## src/rtl/aha_tlx_train_pkg.sv

```systemverilog
// aha_tlx_train_pkg: shared FSM state encoding and PRBS7 constants for the TLX training output stage
package aha_tlx_train_pkg;
    typedef enum logic [1:0] {
        ST_IDLE     = 2'd0,
        ST_TRAINING = 2'd1,
        ST_FINISH   = 2'd2
    } train_state_e;
    localparam logic [6:0] PRBS7_SEED   = 7'h7F;
    localparam int         PRBS7_TAP_HI = 6;
    localparam int         PRBS7_TAP_LO = 5;
endpackage

```

## src/rtl/aha_tlx_prbs7.sv

```systemverilog
// aha_tlx_prbs7: Fibonacci PRBS7 (x^7+x^6+1) source, output bit 6; only built with AHA_TLX_TRAIN_PRBS_EN
module aha_tlx_prbs7
    import aha_tlx_train_pkg::*;
(
    input  logic CLK,
    input  logic RESETn,
    input  logic LOAD,
    input  logic ADVANCE,
    output logic BIT
);
    logic [6:0] lfsr;
    // reseed on load, otherwise shift one step per advance
    always_ff @(posedge CLK) begin
        if (!RESETn)
            lfsr <= PRBS7_SEED;
        else if (LOAD)
            lfsr <= PRBS7_SEED;
        else if (ADVANCE)
            lfsr <= {lfsr[5:0], lfsr[PRBS7_TAP_HI] ^ lfsr[PRBS7_TAP_LO]};
    end
    assign BIT = lfsr[6];
endmodule

```

## src/rtl/aha_tlx_multi_lane_output_capsule.sv

```systemverilog
// aha_tlx_multi_lane_output_capsule: per-lane TLX passthrough or repeating training pattern; PRBS7 source under AHA_TLX_TRAIN_PRBS_EN
module aha_tlx_multi_lane_output_capsule
    import aha_tlx_train_pkg::*;
#(
    parameter int LANES = 4,
    parameter int SEQ_W = 32,
    parameter int CNT_W = 32
)
(
    input  logic             CLK,
    input  logic             RESETn,
    input  logic [LANES-1:0] D_IN,
    input  logic             START,
    input  logic             CLEAR,
    input  logic [SEQ_W-1:0] SEQUENCE,
    input  logic [CNT_W-1:0] LENGTH,
    input  logic             AUTO_STOP,
    input  logic [LANES-1:0] MODE,
    input  logic [LANES-1:0] LANE_INV,
`ifdef AHA_TLX_TRAIN_PRBS_EN
    input  logic             PATTERN_SEL,
`endif
    output logic             DONE,
    output logic             ACTIVE,
    output logic [CNT_W-1:0] SEQ_COUNT,
    output logic [LANES-1:0] D_OUT
);
    localparam int IDX_W = $clog2(SEQ_W);

    train_state_e     state, state_d;
    logic [IDX_W-1:0] idx;
    logic [LANES-1:0] tr;
    logic             start_q, clear_q, start_p, clear_p;
    logic             accept, training, at_len, done_w, tick, run_on, pat_bit;

    assign start_p  = START & ~start_q;
    assign clear_p  = CLEAR & ~clear_q;
    assign training = (state == ST_TRAINING);
    assign accept   = (state == ST_IDLE) & start_p & ~clear_p;
    assign at_len   = AUTO_STOP & (SEQ_COUNT == LENGTH);
    assign done_w   = training & at_len;
    assign run_on   = training & ~done_w & ~clear_p;
    assign tick     = training & (idx == IDX_W'(SEQ_W - 1));
    assign ACTIVE   = training & ~at_len;
    assign D_OUT    = (MODE & tr) | (~MODE & D_IN);

`ifdef AHA_TLX_TRAIN_PRBS_EN
    logic prbs_bit;
    aha_tlx_prbs7 u_prbs (
        .CLK     (CLK),
        .RESETn  (RESETn),
        .LOAD    (accept),
        .ADVANCE (training),
        .BIT     (prbs_bit)
    );
    assign pat_bit = PATTERN_SEL ? prbs_bit : SEQUENCE[idx];
`else
    assign pat_bit = SEQUENCE[idx];
`endif

    // next state: clear beats start in idle, clear beats completion in training
    always_comb begin
        state_d = (state == ST_IDLE)     ? (accept ? ST_TRAINING : ST_IDLE) :
                  (state == ST_TRAINING) ? (clear_p ? ST_IDLE : done_w ? ST_FINISH : ST_TRAINING) :
                                           ST_IDLE;
    end

    // previous START/CLEAR levels; zero in reset so a level held high out of reset still edges
    always_ff @(posedge CLK) begin
        if (!RESETn) begin
            start_q <= 1'b0;
            clear_q <= 1'b0;
        end else begin
            start_q <= START;
            clear_q <= CLEAR;
        end
    end

    // FSM, bit index, repetition count, sticky done and registered training bits
    always_ff @(posedge CLK) begin
        if (!RESETn) begin
            state     <= ST_IDLE;
            idx       <= '0;
            SEQ_COUNT <= '0;
            DONE      <= 1'b0;
            tr        <= '0;
        end else begin
            state     <= state_d;
            idx       <= run_on ? idx + IDX_W'(1) : '0;
            SEQ_COUNT <= (clear_p | accept) ? '0 : tick ? SEQ_COUNT + CNT_W'(1) : SEQ_COUNT;
            DONE      <= (clear_p | accept) ? 1'b0 : done_w ? 1'b1 : DONE;
            tr        <= run_on ? ({LANES{pat_bit}} ^ LANE_INV) : '0;
        end
    end
endmodule

```

## config.mk

```make
export PLATFORM = sky130hd
export DESIGN_NAME = aha_tlx_multi_lane_output_capsule
export DESIGN_NICKNAME = d
export VERILOG_FILES = /design/src/rtl/aha_tlx_train_pkg.sv /design/src/rtl/aha_tlx_prbs7.sv /design/src/rtl/aha_tlx_multi_lane_output_capsule.sv
export SDC_FILE = /design/constraint.sdc
export NUM_CORES = 1
export LEC_CHECK = 0
export CAP_MARGIN = 20
export CORE_MARGIN = 2
export CORE_UTILIZATION = 36
export CTS_CLUSTER_SIZE = 20
export DETAILED_ROUTE_END_ITERATION = 10
export HOLD_SLACK_MARGIN = 0.12
export PLACE_DENSITY = 0.73
export SETUP_SLACK_MARGIN = 0.05
export SLEW_MARGIN = 10
export SYNTH_ARGS = -nofsm -noshare
export SYNTH_HDL_FRONTEND = slang
export SYNTH_HIERARCHICAL = 1
export SYNTH_SLANG_ARGS = --single-unit
```

## constraint.sdc

```tcl
create_clock -name CLK -period 6.7 [get_ports CLK]
set_input_delay 1.34 -clock CLK [delete_from_list [all_inputs] [get_ports CLK]]
set_output_delay 1.34 -clock CLK [all_outputs]
set_load 0.01 [all_outputs]
```

# == Word level (Yosys, flattened, before mapping) ==
# Cells that the tools add are included.
# op_classes
add_sub_neg,2
order_cmp,1
n_eq_ne,3
muxes,7
bitwise,22
reduce_logical,3
# ops
op,count
32-bit by 1-bit adder with 32-bit output (second input constant),1
32-bit equality test,1
1-bit AND,10
4-bit AND,2
2-bit 2-to-1 mux,4
5-bit by 6-bit less-than comparator with 1-bit output (second input constant),1
1-bit NOT,6
5-bit by 1-bit adder with 5-bit output (second input constant),1
1-bit binary-select mux with 5-bit select,1
5-bit equality test (second input constant),1
4-bit NOT,1
4-bit bitwise OR,1
4-bit XOR,1
2-bit by 1-bit equality test with 1-bit output (second input constant),1
2-bit zero test,1
1-bit 2-to-1 mux,2
2-bit AND reduction,1
2-bit OR reduction,1
1-bit bitwise OR,1
# totals
reg_bits,46
in_bits,81
out_inout_bits,38
wordCells,45

# == Longest topological paths before layout ==
# depth
ltp_word,7
depth_mapped,11
ltp_nobuf,9

# == Worst setup path before layout ==
# Ideal clock, no wire load.
# synth_timing
path_type,in2out
from,input port LENGTH[16]
to,output port ACTIVE
t_arrival_ns,2.528
t_required_ns,5.360
slack_ns,2.832
stages,6
path_cell_list,xor2_1 nor4_1 nand4_1 or3_1 clkbuf_1 and2b_1
# synth_between
elab_chain_cells,4
# synth_lines
element,line,text
start: declaration,aha_tlx_multi_lane_output_capsule.sv:16,"input logic [CNT_W-1:0] LENGTH,"
32-bit equality test,aha_tlx_multi_lane_output_capsule.sv:40,assign at_len = AUTO_STOP & (SEQ_COUNT == LENGTH);
1-bit AND,aha_tlx_multi_lane_output_capsule.sv:40,
1-bit NOT,aha_tlx_multi_lane_output_capsule.sv:44,assign ACTIVE = training & ~at_len;
1-bit AND,aha_tlx_multi_lane_output_capsule.sv:44,
end: declaration,aha_tlx_multi_lane_output_capsule.sv:24,"output logic ACTIVE,"
# Every way passes these cells.

# == Worst setup path after layout ==
# layout_timing
from,input port LENGTH[10]
to,output port ACTIVE
# Same word-level chain as after synthesis.

==> qor.yml <==
synth_warnings: 6
endpoint: "ACTIVE"
hold_violations: 0
maxSlewViolCount: 0
fin_nets: 505
worstPathCellList: "clkdlybuf4s50_1 > xor2_1 > nor4_1 > nand4_1 > or3_1 > and2b_1 > clkdlybuf4s50_1"
antenna_cells: 0
start_kind: "input pin"
first_global_vias: 2533
wl_met1_um: 3360
grt_max_degree: 34
finClkSkew_ns: 0.00733
final_cells: 521
synth.area.top_cells: "dfxtp_1, xor2_1, mux2i_1, nor2_1, xnor2_1"
route.met3.wl_um: 397
worst-setup-path-type: "input pin to primary output"
timing.rr.end: "SEQ_COUNT[29]"
grt_pass1_wl_um: 12200
top_layer_used: "met4"
min_path_cells: 1
worstMarginPinSlew_ns: 0.987
synthCells: 309
core-area_um2: 7210
clock_sinks: 46
setup_viol: 0
ctsHtreeMaxLevel: 2
clk-insertion-delay-late_ns: 0.30
firstDrtPassIters: 4
clkTransAtPathRegs_ns: 0.08
crit_path_start: "LENGTH[10]"
leakagePower_uw: 0.00147
synth.avg_cell_area_um2: 8.64
critPathSlowestCell: "or3_1"
cts.repair.resized: 0
setup_slack_ns: 1.76
place_congestion: 0.871
ir_drop_v: 0.000103
hold_slack_ns: 0.513
synth_area_leader_cell: "dfxtp_1"
fmax_mhz: 202
cp_common_cell: "clkdlybuf4s50_1"
syn-cell-area_um2: 2670
initial_core_util: 0.370
dr_wl_met2_um: 3750
yosysSeqAreaShare: 0.345
crit_fanout: 7
fin_setup_tns_ns: 0
synth_cell_type_count: 39
crit_path_end_kind: "primary output"
drt-total-wl_um: 7630
clock_path_buffers: 2
period_needed_ns: 4.94
rsz0062_at_grt: "no"
crit_path_max_incr_delay_ns: 0.51
hold_buffers: 0
yosysTopAreaCellShare: 0.345
die_h_um: 90.1
drc: 0
synthArstFlopShare: 0
cts_root_buffer: "clkbuf_8"
cp.depth: 7
wl_per_cell_um: 14.7
vias_per_cell: 4.86
p_total_uw: 561
timing.final.crit_share: 0.738
p_per_area_nw_per_um2: 140
cts_setup_buffers: 0
ys_seq_elements: 46
antenna_left: 0
worst_path_dominant_cell_family: "simple AND/OR/NAND/NOR gates"
io_buffers: 118
most-common-layout-cells: "clkdlybuf4s50_1, xor2_1, dfxtp_1"
r2r_slack_ns: 3.21
postSynthNetCount: 393
status: "finished, final reports clean"
antenna_found_initial: 0
synth_flop_cell: "dfxtp_1"
cts_buffers: 5
cts_tree: "yes"
synth_edf_count: 0
dp_cells: 513
max-slew-margin-rel: 0.341
crit_arrival_ns: 3.60
track_usage: 0.186
num_io_pins: 119
dpl_worst_slack_ns: 1.76
crit_buf_inv: 2
layout_commonest_cell: "clkdlybuf4s50_1"
die_w_um: 90.1
r2r_cells: 9
dieArea_um2: 8120
dp_hpwl_um: 6180
crit_required_ns: 5.36
rr_startpoint: "idx[1]"
via_count: 2533
row_count: 31
drt-initial-drc-count: 58
max-cap-violations: 0
min_path_type: "flop to flop"
drive_above_1_share: 0.0379
syn_to_final_growth_pct: 50.4
overflow: 0
-- synthesized netlist by cell type (6+ instances only) --
cell,count
nor4_1,9
nor2_1,37
mux2i_1,17
xor2_1,50
clkbuf_1,9
or3_1,6
a21oi_1,8
nand2_1,16
xnor2_1,11
nor3_1,16
dfxtp_1,46
nand3_1,18
nand4_1,9
-- area by class of cell --
class / instances / area, µm²
Clock buffer: 7 / 76.3
Clock inverter: 1 / 30.0
Fill cell: 688 / 3200
Inverter: 2 / 7.51
Multi-Input combinational cell: 248 / 1680
Sequential cell: 46 / 921
Tap cell: 99 / 124
Timing Repair Buffer: 118 / 1180
-- how the worst min path moves through the flow --
stage / from / to / slack, ns
2_1_floorplan: state[1] / state[0] / 0.44
3_3_place_gp: state[1] / state[0] / 0.48
3_5_place_dp: state[1] / state[0] / 0.50
4_1_cts: state[1] / state[0] / 0.51
5_1_grt: state[1] / state[0] / 0.55
6_report: state[1] / state[0] / 0.51
-- registers in the layout (all words and copies together) (netlist names) --
name       cells
SEQ_COUNT     32
idx            5
tr             4
state          2
DONE           1
clear_q        1
start_q        1
-- power by group --
part	internal [µW]	switching [µW]	leakage, µW	total, µW
Combinational	55.9	25.5	0.00105	81.3
Sequential	275	1.31	0.000371	276
Clock	112	92.1	0.0000524	204
-- metal layers --
layer,vias to the layer above,GRT usage
met5,-,0
met4,0,0.0667
met3,11,0.0394
met2,70,0.308
met1,1159,0.240
li1,1293,-
-- kinds of logic (layout without fill, tap and decap cells) --
kind of cell / after synthesis / after routing / share of synthesized area
fa+ha+maj: 3 / 3 / 0.0141
mux: 21 / 21 / 0.0806
simple gates: 138 / 138 / 0.272
buf+inv: 15 / 128 / 0.0276
flops: 46 / 46 / 0.345
compound gates: 25 / 25 / 0.0605
xor+xnor: 61 / 61 / 0.200
-- metrics by stage --
| stage | utilization | instance area (µm²) |
|---|---|---|
| 2_1_floorplan | - | 2670 |
| 3_3_place_gp | 0.542 | 3910 |
| 3_5_place_dp | 0.542 | 3910 |
| 4_1_cts | 0.557 | 4020 |
| 5_1_grt | 0.557 | 4020 |
| 6_report | 0.557 | 4020 |
No activity file was read; power rests on OpenSTA's default activity.
